File: config.mk
export PLATFORM = sky130hd
export DESIGN_NAME = sc_stream_decoder_flat
export DESIGN_NICKNAME = d
export VERILOG_FILES = /design/src/rtl/sc_stream_decoder_pkg.sv /design/src/rtl/sc_stream_decoder_if.sv /design/src/rtl/sc_stream_decoder_popcount.sv /design/src/rtl/sc_stream_decoder.sv /design/src/flat_wrapper.sv
export SDC_FILE = /design/constraint.sdc
export NUM_CORES = 1
export LEC_CHECK = 0
export BUFFER_PORTS_ARGS = -buffer_cell sky130_fd_sc_hd__buf_2
export CAP_MARGIN = 15
export CORE_MARGIN = 8
export CORE_UTILIZATION = 54
export CTS_CLUSTER_DIAMETER = 40
export DETAILED_ROUTE_END_ITERATION = 8
export GPL_TIMING_DRIVEN = 0
export PLACE_DENSITY = 0.88
export SLEW_MARGIN = 20
export SYNTH_ARGS = -nofsm -noshare
export SYNTH_HDL_FRONTEND = slang
export SYNTH_SLANG_ARGS = --single-unit
File: constraint.sdc
create_clock -name clk -period 7.9 [get_ports clk]
set_input_delay 0.395 -clock clk [delete_from_list [all_inputs] [get_ports clk]]
set_output_delay 0.395 -clock clk [all_outputs]
set_load 0.01 [all_outputs]
File: src/rtl/sc_stream_decoder_pkg.sv
// Shared stochastic-computing definitions: default word/operand widths and the
// decoder's state encoding.
package sc_stream_decoder_pkg;

    localparam int SC_SEQ_W = 32;
    localparam int SC_NUM_W = 6;

    localparam logic ST_ACC  = 1'b0;
    localparam logic ST_HOLD = 1'b1;

    typedef enum logic {
        STATE_ACC  = ST_ACC,
        STATE_HOLD = ST_HOLD
    } dec_state_t;

endpackage

File: src/rtl/sc_stream_decoder_if.sv
// Input word stream and output result handshake of the stochastic-to-binary decoder.
interface sc_stream_decoder_if #(
    parameter int SEQ_W = 32,
    parameter int CNT_W = 8,
    parameter int NUM_W = 6
) ();
    logic             in_valid;
    logic             in_ready;
    logic [SEQ_W-1:0] seq_in;
    logic             out_valid;
    logic             out_ready;
    logic [CNT_W-1:0] count_out;
    logic [NUM_W-1:0] num_out;

    modport master (
        output in_valid, seq_in, out_ready,
        input  in_ready, out_valid, count_out, num_out
    );

    modport slave (
        input  in_valid, seq_in, out_ready,
        output in_ready, out_valid, count_out, num_out
    );
endinterface

File: src/rtl/sc_stream_decoder_popcount.sv
// Combinational ones-count of a sequence word, built as a balanced adder tree
// over a power-of-two number of leaves (unused leaves tied to zero).
module sc_popcount #(
    parameter  int SEQ_W = 32,
    localparam int OUT_W = $clog2(SEQ_W + 1)
) (
    input  logic [SEQ_W-1:0] bits,
    output logic [OUT_W-1:0] count
);
    localparam int LEAVES = 1 << $clog2(SEQ_W);

    logic [OUT_W-1:0] leaf [LEAVES];

    for (genvar gi = 0; gi < LEAVES; gi++) begin : g_leaf
        if (gi < SEQ_W) begin : g_bit
            assign leaf[gi] = OUT_W'(bits[gi]);
        end else begin : g_pad
            assign leaf[gi] = '0;
        end
    end

    // Partial sums never exceed SEQ_W, so OUT_W bits suffice at every level.
    always_comb begin : tree
        logic [OUT_W-1:0] node [LEAVES];
        for (int i = 0; i < LEAVES; i++) begin
            node[i] = leaf[i];
        end
        for (int w = LEAVES / 2; w >= 1; w = w / 2) begin
            for (int i = 0; i < w; i++) begin
                node[i] = node[2*i] + node[2*i+1];
            end
        end
        count = node[0];
    end
endmodule

File: src/rtl/sc_stream_decoder.sv
// Stochastic-to-binary decoder: sums the ones of WORDS sequence words and presents
// the raw count plus a rounded, saturated NUM_W-bit value until it is accepted.
module sc_stream_decoder
    import sc_stream_decoder_pkg::*;
#(
    parameter  int SEQ_W = SC_SEQ_W,
    parameter  int WORDS = 4,
    parameter  int NUM_W = SC_NUM_W,
    localparam int CNT_W = $clog2(SEQ_W * WORDS + 1)
) (
    input  logic clk,
    input  logic rst,
    input  logic clr,
    sc_stream_decoder_if.slave bus
);
    localparam int PC_W   = $clog2(SEQ_W + 1);
    localparam int WCNT_W = (WORDS > 1) ? $clog2(WORDS) : 1;
    localparam int SH     = $clog2(SEQ_W * WORDS) - NUM_W;
    localparam int RND    = (1 << SH) >> 1;
    localparam logic [CNT_W:0] MAX_NUM = (CNT_W + 1)'(2 ** NUM_W - 1);

    dec_state_t        state_q, state_d;
    logic [CNT_W-1:0]  acc_q, acc_d;
    logic [WCNT_W-1:0] wcnt_q, wcnt_d;
    logic              out_valid_q, out_valid_d;
    logic [CNT_W-1:0]  count_q, count_d;
    logic [NUM_W-1:0]  num_q, num_d;

    logic [PC_W-1:0]   pc;
    logic [CNT_W-1:0]  sum;
    logic [CNT_W:0]    rnd;
    logic              accept;

    sc_popcount #(.SEQ_W(SEQ_W)) u_popcount (
        .bits  (bus.seq_in),
        .count (pc)
    );

    assign bus.in_ready  = (state_q == STATE_ACC) && !rst;
    assign accept        = bus.in_valid && bus.in_ready;
    assign sum           = acc_q + CNT_W'(pc);
    // Round half-up by adding half an LSB before the shift; SH=0 degenerates to a pass-through.
    assign rnd           = ({1'b0, sum} + (CNT_W + 1)'(RND)) >> SH;

    assign bus.out_valid = out_valid_q;
    assign bus.count_out = count_q;
    assign bus.num_out   = num_q;

    always_comb begin
        state_d     = state_q;
        acc_d       = acc_q;
        wcnt_d      = wcnt_q;
        out_valid_d = out_valid_q;
        count_d     = count_q;
        num_d       = num_q;
        case (state_q)
            STATE_ACC: begin
                if (clr) begin
                    acc_d  = '0;
                    wcnt_d = '0;
                end else if (accept) begin
                    if (wcnt_q == WCNT_W'(WORDS - 1)) begin
                        count_d     = sum;
                        num_d       = (rnd > MAX_NUM) ? NUM_W'(MAX_NUM) : rnd[NUM_W-1:0];
                        out_valid_d = 1'b1;
                        acc_d       = '0;
                        wcnt_d      = '0;
                        state_d     = STATE_HOLD;
                    end else begin
                        acc_d  = sum;
                        wcnt_d = wcnt_q + WCNT_W'(1);
                    end
                end
            end
            STATE_HOLD: begin
                if (bus.out_ready) begin
                    out_valid_d = 1'b0;
                    state_d     = STATE_ACC;
                end
            end
            default: state_d = STATE_ACC;
        endcase
    end

    always_ff @(posedge clk) begin
        if (rst) begin
            state_q     <= STATE_ACC;
            acc_q       <= '0;
            wcnt_q      <= '0;
            out_valid_q <= 1'b0;
            count_q     <= '0;
            num_q       <= '0;
        end else begin
            state_q     <= state_d;
            acc_q       <= acc_d;
            wcnt_q      <= wcnt_d;
            out_valid_q <= out_valid_d;
            count_q     <= count_d;
            num_q       <= num_d;
        end
    end
endmodule

File: src/flat_wrapper.sv
// flat-port wrapper written by rule: the top's interface ports become plain ports
module sc_stream_decoder_flat import sc_stream_decoder_pkg::*;
#(
    parameter  int SEQ_W = SC_SEQ_W,
    parameter  int WORDS = 4,
    parameter  int NUM_W = SC_NUM_W,
    localparam int CNT_W = $clog2(SEQ_W * WORDS + 1)
)
  (clk, rst, clr, bus_in_valid, bus_seq_in, bus_out_ready, bus_in_ready, bus_out_valid, bus_count_out, bus_num_out);
  sc_stream_decoder_if #(.SEQ_W(SEQ_W), .CNT_W((8)), .NUM_W(NUM_W)) bus_i ();
  input  logic clk;
  input  logic rst;
  input  logic clr;
  input wire logic [$bits(bus_i.in_valid)-1:0] bus_in_valid;
  input wire logic [$bits(bus_i.seq_in)-1:0] bus_seq_in;
  input wire logic [$bits(bus_i.out_ready)-1:0] bus_out_ready;
  output wire logic [$bits(bus_i.in_ready)-1:0] bus_in_ready;
  output wire logic [$bits(bus_i.out_valid)-1:0] bus_out_valid;
  output wire logic [$bits(bus_i.count_out)-1:0] bus_count_out;
  output wire logic [$bits(bus_i.num_out)-1:0] bus_num_out;
  assign bus_i.in_valid = bus_in_valid;
  assign bus_i.seq_in = bus_seq_in;
  assign bus_i.out_ready = bus_out_ready;
  assign bus_in_ready = bus_i.in_ready;
  assign bus_out_valid = bus_i.out_valid;
  assign bus_count_out = bus_i.count_out;
  assign bus_num_out = bus_i.num_out;
  sc_stream_decoder #(.SEQ_W(SEQ_W), .WORDS(WORDS), .NUM_W(NUM_W)) u_core (.clk(clk), .rst(rst), .clr(clr), .bus(bus_i));
endmodule
==> results by group <==
Routing
  – DRT Pass-1 Iters: 4
  – Final wirelength: 4690 um
  – Via Count: 1,830
  – Initial DRC Count: 67
  – Vias/cell: 5.29
  – ANT nets after route: 0
  – DR DRC count: 0
  – DR WL/cell: 13.5 um

Cells and area
  – Layout cells sized above 1: 0.223
  – Area growth syn-to-layout: 16.2%
  – Filler cells: 324
  – Diode count: 0
  – Nets: 378

Logic synthesis
  – Post-synthesis async set-or-reset flop share: 0
  – Synthesized area per cell: 9.14 sq um
  – Mapped Nets: 322
  – Register bit total from synthesis: 26
  – Post-synth EDFFs: 0
  – Cells after synthesis: 242
  – Top_reg_cell synth: dfxtp_1
  – Synthesis warning total: 0
  – Sequential fraction of the synthesis area: 0.235
  – Cell variety after synth: 39
  – Synth Cell Area: 0.00221 sq mm

Clock tree
  – CTS tree: built
  – Clock root buffer: clkbuf_8
  – TritonCTS Buffers: 3
  – Hold-fix buffers, CTS: 0
  – H-tree depth: 1
  – Post-CTS sizing: 0
  – # clock sinks: 26
  – Number of setup buffers added after CTS: 0
  – Clock latency on the worst-skew pair: 0.26 ns
  – Clk buf depth: 2
  – Reg clk slew, reported paths: 0.08 ns

Placed design
  – Gpl congestion: 0.774
  – Buffers on Ports: 51
  – Dpl hpwl: 4000 um

Worst setup path
  – CP Data Arrival Time: 6.87 ns
  – Crit-path leading delay family: adder cells
  – Critical Path RT: 8.03 ns
  – CP most frequent cell: fa_1
  – Startpoint Class: primary input
  – Crit path buf inv count: 5
  – Slowest stage delay, CP: 0.53 ns
  – Critical path endpoint category: flip-flop
  – WS Path Type: primary input to flip-flop
  – CP max stage cell: fa_1
  – Crit Path Max Fanout: 5

Timing
  – Fin crit share: 0.853
  – Worst slew margin: 0.564
  – RSZ-0062 raised after global routing: no
  – Setup TNS: 0 ns
  – Setup-failing EPs final: 0
  – Crit path time final: 6.74 ns
  – Max Slew Vio Count: 0
  – Worst-Margin Slew: 0.652 ns
  – Final Hold Fails: 0
  – FMAX: 148 MHz
  – Clock Skew: 0.00134 ns

Floorplanning
  – Die area: 0.00640 sq mm
  – DIE WIDTH: 80.0 um
  – Initial core utilization: 0.557
  – Rows: 23
  – Placeable Area: 0.00397 sq mm
  – I/O pins: 53
  – Die height: 80.0 um

Run
  – Max-capacitance violation count: 0

Status
  – Status: finished, final reports clean

GRT
  – Total GRT Usage: 0.148
  – Remaining global-route overflow: 0
  – Vias in the first global route: 1,921
  – Initial antenna violation count: 0
  – Largest net degree at the start of global routing: 14
  – First-pass GRT wire length: 7830 um

Min path
  – Hold WC Path Type: primary input to flip-flop
[final timing paths]
| check | start | to | slack, ns | cells after the start |
|---|---|---|---|---|
| hold reg to reg | u_core.bus.count_out[4] | u_core.bus.count_out[4] | 0.46 | 2 |
| setup reg to reg | u_core.acc_q[0] | u_core.bus.num_out[0] | 5.22 | 9 |
| setup / recovery | bus_seq_in[0] | u_core.bus.num_out[0] | 1.16 | 25 |
| hold / removal | bus_out_ready | u_core.bus.out_valid | 0.32 | 2 |
[state kept, by name, indices dropped and copies added (netlist names)]
signal,flops
u_core.state_q,1
u_core.bus.out_valid,1
u_core.wcnt_q,2
u_core.bus.count_out,8
u_core.acc_q,8
u_core.bus.num_out,6
[cells in the final DEF (no fill, tap or decap), drive strengths merged, types with 3 or more instances in the layout]
cell,n
nor2b,4
xor2,5
nand2,19
a22oi,4
dfxtp,26
fa,25
clkbuf,7
ha,18
nand2b,4
nor3,3
a21oi,20
xnor2,7
inv,36
a21o,3
nand3,7
nor2,26
a211oi,7
o21ai,4
buf,54
[Yosys cell counts, types with 2 or more instances]
master | number | area, sq um
fa_1 | 25 | 500
nand3_1 | 6 | 30.0
and3_1 | 2 | 12.5
nand2_1 | 19 | 71.3
xnor2_1 | 5 | 43.8
dfxtp_1 | 26 | 521
o21ai_0 | 4 | 20.0
nor2b_1 | 4 | 25.0
clkbuf_1 | 4 | 15.0
nand2b_1 | 4 | 25.0
xor2_1 | 5 | 43.8
ha_1 | 18 | 225
buf_2 | 3 | 15.0
a22oi_1 | 4 | 30.0
nor3_1 | 3 | 15.0
nand4_1 | 2 | 12.5
inv_1 | 36 | 135
a21o_1 | 3 | 22.5
a211oi_1 | 7 | 52.6
nor2_1 | 25 | 93.8
a21oi_1 | 19 | 95.1
[metrics by stage]
stage / utilization / cell area, sq um / hold WS [ns] / worst slack (ns) / instances
after floorplan: - / 2210 / 0.453 / 1.41 / 242
after global placement: 0.637 / 2530 / 0.441 / 1.03 / 343
after detailed placement: 0.637 / 2530 / 0.446 / 0.834 / 343
after CTS: 0.647 / 2570 / 0.320 / 1.11 / 346
after global routing: 0.647 / 2570 / 0.322 / 0.836 / 346
final: 0.647 / 2570 / 0.316 / 1.16 / 346
[metal layers]
layer / vias to the layer above / global-route usage / part of all wire
li1: 898 / - / -
met1: 889 / 0.157 / 0.39
met2: 39 / 0.286 / 0.55
met3: 4 / 0.0214 / 0.047
met4: 0 / 0.0527 / 0.012
met5: - / 0 / 0
[layout make-up]
cell class / instances / area [sq um] / share of cell area
tap: 50 / 62.6 / 0.0243
buffer: 7 / 30.0 / 0.0117
timing repair buffer: 51 / 255 / 0.0993
sequential: 26 / 520 / 0.202
multi-input combinational: 173 / 1530 / 0.594
inverter: 36 / 135 / 0.0526
clock buffer: 3 / 41.3 / 0.0161
[kinds of logic (layout without fill, tap and decap cells)]
family	Yosys count	after routing	synth area share
mux	2	2	0.0147
fa+ha+maj	43	43	0.328
xor+xnor	12	12	0.0594
flops	26	26	0.235
compound gates	42	42	0.119
buf+inv	43	97	0.0747
simple gates	74	74	0.169
Power is left out: the tool's default activity adds up to more than one toggle a clock period on the data nets, which glitch-free logic cannot reach.
